===== config.mk =====
export PLATFORM = sky130hd
export DESIGN_NAME = therm_to_bin_pipe
export DESIGN_NICKNAME = d
export VERILOG_FILES = /design/src/rtl/therm_pkg.sv /design/src/rtl/therm_prio_enc.sv /design/src/rtl/therm_to_bin_pipe.sv
export SDC_FILE = /design/constraint.sdc
export NUM_CORES = 1
export LEC_CHECK = 0
export CORE_ASPECT_RATIO = 1.75
export CORE_MARGIN = 2
export CORE_UTILIZATION = 24
export DETAILED_ROUTE_END_ITERATION = 10
export HOLD_SLACK_MARGIN = 0.06
export PLACE_DENSITY = 0.59
export SYNTH_ARGS = -nofsm -noshare
export SYNTH_HDL_FRONTEND = slang
export SYNTH_SLANG_ARGS = --single-unit

===== constraint.sdc =====
create_clock -name clk -period 3.26 [get_ports clk]
set_input_delay 0.489 -clock clk [delete_from_list [all_inputs] [get_ports clk]]
set_output_delay 0.489 -clock clk [all_outputs]
set_load 0.005 [all_outputs]

===== src/rtl/therm_pkg.sv =====
// therm_pkg: shared limits, helpers and stage type for the thermometer encoders.
package therm_pkg;
    localparam int IN_W_MIN = 4;
    localparam int IN_W_MAX = 256;

    typedef struct packed {
        logic                valid;
        logic [IN_W_MAX-1:0] data;
        logic                bubble;
    } therm_stage_t;

    function automatic logic maj3(input logic a, input logic b, input logic c);
        return (a & b) | (a & c) | (b & c);
    endfunction

    // Contiguous ones from bit 0: adding one carries through them and clears every set bit.
    function automatic logic therm_legal(input logic [IN_W_MAX-1:0] vec);
        return (vec & (vec + IN_W_MAX'(1))) == '0;
    endfunction
endpackage


===== src/rtl/therm_prio_enc.sv =====
// therm_prio_enc: combinational highest-set-bit encoder with an all-zero flag.
module therm_prio_enc #(
    parameter int IN_W  = 32,
    parameter int OUT_W = $clog2(IN_W)
) (
    input  logic [IN_W-1:0]  vec,
    output logic [OUT_W-1:0] bin,
    output logic             zero
);
    always_comb begin
        bin = '0;
        for (int i = 0; i < IN_W; i++)
            if (vec[i]) bin = OUT_W'(i);
        zero = ~|vec;
    end
endmodule


===== src/rtl/therm_to_bin_pipe.sv =====
// therm_to_bin_pipe: pipelined thermometer-to-binary encoder with valid/ready and global stall.
// THERM_BUBBLE_FIX_EN adds the majority-correction stage, out_bubble and the saturating err_cnt.
module therm_to_bin_pipe
    import therm_pkg::*;
#(
    parameter int IN_W      = 32,
    parameter int OUT_W     = $clog2(IN_W),
    parameter int ERR_CNT_W = 16
) (
    input  logic                 clk,
    input  logic                 rst_n,
    input  logic                 in_valid,
    output logic                 in_ready,
    input  logic [IN_W-1:0]      in_therm,
    output logic                 out_valid,
    input  logic                 out_ready,
    output logic [OUT_W-1:0]     out_bin,
    output logic                 out_zero,
    output logic                 out_bubble,
    output logic [ERR_CNT_W-1:0] err_cnt,
    input  logic                 err_clr
);
    if ((IN_W & (IN_W - 1)) != 0 || IN_W < IN_W_MIN || IN_W > IN_W_MAX) begin : g_bad_w
        $fatal(1, "therm_to_bin_pipe: IN_W=%0d must be a power of two in [%0d,%0d]", IN_W, IN_W_MIN, IN_W_MAX);
    end

    logic             stall;
    logic             c_valid_q, c_valid_d;
    logic [IN_W-1:0]  c_data_q, c_data_d;
    logic             o_valid_q, o_valid_d;
    logic [OUT_W-1:0] o_bin_q, o_bin_d;
    logic             o_zero_q, o_zero_d;
    logic             o_bubble_q, o_bubble_d;
    logic [IN_W-1:0]  enc_in;
    logic             enc_valid;
    logic             enc_bubble;
    logic [OUT_W-1:0] enc_bin;
    logic             enc_zero;

    assign stall     = o_valid_q && !out_ready;
    assign in_ready  = !stall;
    assign out_valid = o_valid_q;
    assign out_bin   = o_bin_q;
    assign out_zero  = o_zero_q;

    therm_prio_enc #(.IN_W(IN_W), .OUT_W(OUT_W)) u_enc (
        .vec  (enc_in),
        .bin  (enc_bin),
        .zero (enc_zero)
    );

    always_comb begin
        c_valid_d  = stall ? c_valid_q : in_valid;
        c_data_d   = (in_valid && !stall) ? in_therm : c_data_q;
        o_valid_d  = stall ? o_valid_q : enc_valid;
        o_bin_d    = (enc_valid && !stall) ? enc_bin : o_bin_q;
        o_zero_d   = (enc_valid && !stall) ? enc_zero : o_zero_q;
        o_bubble_d = (enc_valid && !stall) ? enc_bubble : o_bubble_q;
    end

    always_ff @(posedge clk or negedge rst_n) begin
        if (!rst_n) begin
            c_valid_q  <= 1'b0;
            c_data_q   <= '0;
            o_valid_q  <= 1'b0;
            o_bin_q    <= '0;
            o_zero_q   <= 1'b0;
            o_bubble_q <= 1'b0;
        end else begin
            c_valid_q  <= c_valid_d;
            c_data_q   <= c_data_d;
            o_valid_q  <= o_valid_d;
            o_bin_q    <= o_bin_d;
            o_zero_q   <= o_zero_d;
            o_bubble_q <= o_bubble_d;
        end
    end

`ifdef THERM_BUBBLE_FIX_EN
    logic                 b_valid_q, b_valid_d;
    logic [IN_W-1:0]      b_data_q, b_data_d;
    logic                 b_bubble_q, b_bubble_d;
    logic [IN_W+1:0]      raw_ext;
    logic [IN_W-1:0]      corr;
    logic [IN_W_MAX-1:0]  corr_ext;
    logic                 err_inc;
    logic [ERR_CNT_W-1:0] err_q, err_d;

    assign enc_in     = b_data_q;
    assign enc_valid  = b_valid_q;
    assign enc_bubble = b_bubble_q;
    assign out_bubble = o_bubble_q;
    assign err_cnt    = err_q;

    // Pad below with a 1 and above with a 0 so the end bits vote like a legal code.
    always_comb begin
        raw_ext = {1'b0, c_data_q, 1'b1};
        corr = '0;
        for (int i = 0; i < IN_W; i++)
            corr[i] = maj3(raw_ext[i], raw_ext[i+1], raw_ext[i+2]);
        corr_ext = '0;
        corr_ext[IN_W-1:0] = corr;
        b_valid_d  = stall ? b_valid_q : c_valid_q;
        b_data_d   = (c_valid_q && !stall) ? corr : b_data_q;
        b_bubble_d = (c_valid_q && !stall) ? ((corr != c_data_q) || !therm_legal(corr_ext)) : b_bubble_q;
        err_inc    = o_valid_q && out_ready && o_bubble_q;
        err_d      = err_clr ? '0 : (err_inc && !(&err_q)) ? err_q + 1'b1 : err_q;
    end

    always_ff @(posedge clk or negedge rst_n) begin
        if (!rst_n) begin
            b_valid_q  <= 1'b0;
            b_data_q   <= '0;
            b_bubble_q <= 1'b0;
            err_q      <= '0;
        end else begin
            b_valid_q  <= b_valid_d;
            b_data_q   <= b_data_d;
            b_bubble_q <= b_bubble_d;
            err_q      <= err_d;
        end
    end
`else
    logic unused_err_clr;

    assign unused_err_clr = err_clr;
    assign enc_in         = c_data_q;
    assign enc_valid      = c_valid_q;
    assign enc_bubble     = 1'b0;
    assign out_bubble     = 1'b0;
    assign err_cnt        = '0;
`endif
endmodule


==> flow_summary.html <==
<table>
<tr><th>Metric</th><th>Value</th></tr>
<tr><th colspan="2">Synth</th></tr>
<tr><td>Post-synth cell types</td><td>29</td></tr>
<tr><td>Count of synthesis-stage warnings from yosys</td><td>0</td></tr>
<tr><td>Average cell area after synthesis</td><td>11.25 sq um</td></tr>
<tr><td>Synthesized area</td><td>1957 sq um</td></tr>
<tr><td>Number of synthesized register bits</td><td>40</td></tr>
<tr><td>Share of synthesized area occupied by flip-flops and latches</td><td>51.15%</td></tr>
<tr><td>Gate Count Post-Synth</td><td>174</td></tr>
<tr><th colspan="2">Drt</th></tr>
<tr><td>Uppermost signal routing layer after detailed routing</td><td>met4</td></tr>
<tr><td>Met3 wirelength from detailed routing</td><td>139 um</td></tr>
<tr><td>Detailed Route Iter0 Violations</td><td>60</td></tr>
<tr><td>Via count</td><td>1364</td></tr>
<tr><td>Number of vias per cell after detailed routing</td><td>4.400</td></tr>
<tr><td>Met1 Routed Length</td><td>1485 um</td></tr>
<tr><td>Detailed-route DRC error count</td><td>0</td></tr>
<tr><td>Met2 Wirelength</td><td>2271 um</td></tr>
<tr><td>Post-detailed-routing wire length</td><td>3989 um</td></tr>
<tr><td>Routed WL per cell</td><td>12.87 um</td></tr>
<tr><td>Number of nets with antenna violations after detailed routing</td><td>0</td></tr>
<tr><td>Iteration count of the initial detailed-routing pass</td><td>4</td></tr>
<tr><th colspan="2">Clock tree</th></tr>
<tr><td>Inserted Clock Buffers</td><td>5</td></tr>
<tr><td>Number of buffers inserted to repair setup after CTS</td><td>0</td></tr>
<tr><td>Clock Sink Count</td><td>40</td></tr>
<tr><td>Maximum buffer depth of the clock tree</td><td>2</td></tr>
<tr><td>Root buffer cell</td><td>sky130_fd_sc_hd__clkbuf_16</td></tr>
<tr><td>Clock network latency to the later pin of the worst-skew pair</td><td>0.28 ns</td></tr>
<tr><td>CTS Hold Bufs</td><td>0</td></tr>
<tr><td>TritonCTS clock tree</td><td>done</td></tr>
<tr><td>Number of H-tree branching levels</td><td>2</td></tr>
<tr><td>Number of gates given a new drive strength after cts</td><td>0</td></tr>
<tr><td>Clock transition at the registers of the reported paths</td><td>0.05 ns</td></tr>
<tr><th colspan="2">Global routing</th></tr>
<tr><td>Via count of the first global-routing pass</td><td>1349</td></tr>
<tr><td>Antenna violations before repair</td><td>0</td></tr>
<tr><td>Global-route usage over all layers</td><td>9.608%</td></tr>
<tr><td>Pin count of the biggest net entering global routing</td><td>41</td></tr>
<tr><td>First-pass GRT wire length</td><td>6492 um</td></tr>
<tr><td>Total overflow reported by the global router</td><td>0</td></tr>
<tr><th colspan="2">STA</th></tr>
<tr><td>Final worst clock skew</td><td>0.005554 ns</td></tr>
<tr><td>Fin. max-slew vios</td><td>0</td></tr>
<tr><td>Achievable clock frequency</td><td>0.4544 GHz</td></tr>
<tr><td>Unrepaired setup endpoints after global routing</td><td>false</td></tr>
<tr><td>Total of endpoints with negative setup slack in the final report</td><td>0</td></tr>
<tr><td>Tightest hold margin</td><td>0.3381 ns</td></tr>
<tr><td>Remaining max-slew budget at the tightest pin</td><td>40.99%</td></tr>
<tr><td>Period minus WS final</td><td>2.201 ns</td></tr>
<tr><td>Final Cycle Share</td><td>67.50%</td></tr>
<tr><td>Number of hold-slack violations in the final timing report</td><td>0</td></tr>
<tr><td>Fin Setup TNS</td><td>0 ns</td></tr>
<tr><td>Transition time at the pin with the least slew margin</td><td>0.8851 ns</td></tr>
<tr><th colspan="2">Setup path</th></tr>
<tr><td>Worst EP required</td><td>2.77 ns</td></tr>
<tr><td>Signal arrival time at the worst endpoint</td><td>1.71 ns</td></tr>
<tr><td>Biggest fanout along the worst timing path</td><td>7</td></tr>
<tr><td>Startpoint type of the worst setup path</td><td>input port</td></tr>
<tr><td>Start-to-end type of the worst setup path</td><td>in -&gt; out</td></tr>
<tr><td>CP endpoint kind</td><td>primary output</td></tr>
<tr><th colspan="2">Cells and area</th></tr>
<tr><td>Nets</td><td>257</td></tr>
<tr><td>Final design utilization</td><td>32.13%</td></tr>
<tr><td>Total inserted antenna cells</td><td>0</td></tr>
<tr><td>Filler-free cell count of the finished design</td><td>310</td></tr>
<tr><td>Filler cell count</td><td>815</td></tr>
<tr><td>Synthesis-to-layout area growth</td><td>29.86%</td></tr>
<tr><td>Share of layout cells above drive strength 1</td><td>10.91%</td></tr>
<tr><th colspan="2">Placement</th></tr>
<tr><td>Cell total after placement</td><td>303</td></tr>
<tr><td>Total half-perimeter wirelength after legalization and detailed placement</td><td>3107 um</td></tr>
<tr><td>Placer Congestion</td><td>0.7269</td></tr>
<tr><td>Quantity of I/O buffers inserted on ports</td><td>43</td></tr>
<tr><th colspan="2">Status</th></tr>
<tr><td>Outcome</td><td>finished clean</td></tr>
<tr><th colspan="2">Flow run</th></tr>
<tr><td>Count of max-cap constraint violations</td><td>0</td></tr>
<tr><th colspan="2">Floorplanning</th></tr>
<tr><td>Floorplan die width</td><td>72.26 um</td></tr>
<tr><td>Core box area</td><td>7909 sq um</td></tr>
<tr><td>Placement Rows</td><td>43</td></tr>
<tr><td>Chip height</td><td>123.5 um</td></tr>
<tr><td>Total Die Area</td><td>8921 sq um</td></tr>
<tr><td># IOs</td><td>62</td></tr>
<tr><td>Effective utilization at floorplan</td><td>24.74%</td></tr>
<tr><th colspan="2">Min path</th></tr>
<tr><td>Type of the most critical hold path</td><td>in -&gt; async</td></tr>
<tr><th colspan="2">Pwr</th></tr>
<tr><td>VDD IR max</td><td>0.2043 mV</td></tr>
<tr><td>Total power density per cell area</td><td>545.8 nW/um^2</td></tr>
<tr><td>Leakage component of the power</td><td>1.031 nW</td></tr>
</table>
[cells by family (layout without fill, tap and decap cells)]
| kind of cell | count (synthesis) | in the layout | synth area share [%] |
|---|---|---|---|
| AOI/OAI and AO/OA | 26 | 26 | 7.992 |
| buffers and inverters | 28 | 58 | 9.271 |
| and+or+nand+nor | 47 | 47 | 12.98 |
| other | 1 | 17 | 0.1916 |
| DFF | 40 | 40 | 51.15 |
| muxes | 32 | 32 | 18.41 |
[Yosys cell counts, drive strengths merged]
| master | number | area share (%) |
|---|---|---|
| nor3 | 10 | 2.6 |
| o2111ai | 1 | 0.45 |
| a2111oi | 1 | 0.45 |
| nor2 | 11 | 2.1 |
| buf | 21 | 7.9 |
| o21bai | 1 | 0.38 |
| a21oi | 10 | 2.6 |
| inv | 7 | 1.3 |
| mux2 | 32 | 18 |
| o21ai | 6 | 1.5 |
| o31ai | 1 | 0.38 |
| nor2b | 1 | 0.32 |
| nand2 | 11 | 2.1 |
| dfrtp | 40 | 51 |
| nand2b | 1 | 0.32 |
| or4 | 2 | 0.96 |
| conb | 1 | 0.19 |
| o21a | 1 | 0.38 |
| o41ai | 1 | 0.45 |
| nor4 | 10 | 4.3 |
| nand4 | 1 | 0.32 |
| o211ai | 2 | 0.77 |
| a31oi | 2 | 0.64 |
[layout by cell type (no fill, tap or decap), drive strengths merged, types with 2 or more instances in the layout]
cell | Yosys | layout
nor4 | 10 | 10
a31oi | 2 | 2
clkbuf | 0 | 6
or4 | 2 | 2
o211ai | 2 | 2
o21ai | 6 | 6
mux2 | 32 | 32
clkdlybuf4s50 | 0 | 42
nor3 | 10 | 10
dfrtp | 40 | 40
inv | 7 | 7
nor2 | 11 | 11
conb | 1 | 17
a21oi | 10 | 10
nand2 | 11 | 11
buf | 21 | 2
[path summary, 6_finish.rpt]
kind | startpoint | cells past startpoint | end | slack (ns)
max | out_ready | 3 | in_ready | 1.06
min | rst_n | 1 | c_data_q[10]$_DFFE_PN0P_ | 0.34
max reg2reg | c_data_q[4]$_DFFE_PN0P_ | 5 | out_bin[1]$_DFFE_PN0P_ | 1.72
min reg2reg | out_zero$_DFFE_PN0P_ | 2 | out_zero$_DFFE_PN0P_ | 0.47
max in group asynchronous | rst_n | 1 | c_data_q[28]$_DFFE_PN0P_ | 2.36
min in group clk | out_zero$_DFFE_PN0P_ | 2 | out_zero$_DFFE_PN0P_ | 0.47
[per-stage QoR]
step | total power [mW] | instance area [sq um] | worst slack, ns
finish | 1.387 | 2541 | 1.059
global route | 1.472 | 2541 | 0.9976
CTS | 1.407 | 2541 | 1.047
detailed placement | 0.9540 | 2407 | 1.062
global placement | 0.9449 | 2407 | 1.072
floorplan | 0.8320 | 2017 | 1.702
[area by class of cell]
type | count | area, sq um | share of cell area (%)
flip-flops and latches | 40 | 1001 | 39.39
repair buffers | 44 | 432.9 | 17.04
clock buffers | 6 | 128.9 | 5.071
multi-input cells | 122 | 834.6 | 32.84
well taps | 90 | 112.6 | 4.431
clock inverters | 1 | 5.005 | 0.1969
inverters | 7 | 26.28 | 1.034
[power by group]
| part | switching (mW) | internal, mW |
|---|---|---|
| sequential | 0.100 | 0.584 |
| combinational | 0.0983 | 0.156 |
| clock | 0.171 | 0.277 |
| total | 0.369 | 1.02 |
[flip-flops by register name, summed over array words and instances (netlist names)]
signal,cells
out_valid,1
out_zero,1
c_data_q,32
out_bin,5
c_valid_q,1
[per-layer routing]
metal  global-route usage [%]  up-vias
met3                    1.222        6
met4                    4.953        0
met5                        0        -
li1                         -      680
met1                    9.892      636
met2                    18.35       42
[worst max-delay path: stages]
cell and delay (ns):
sky130_fd_sc_hd__clkdlybuf4s50_1 0.45, sky130_fd_sc_hd__nand2b_1 0.23, sky130_fd_sc_hd__clkdlybuf4s50_1 0.55
Power figures use the tool's default switching activity.
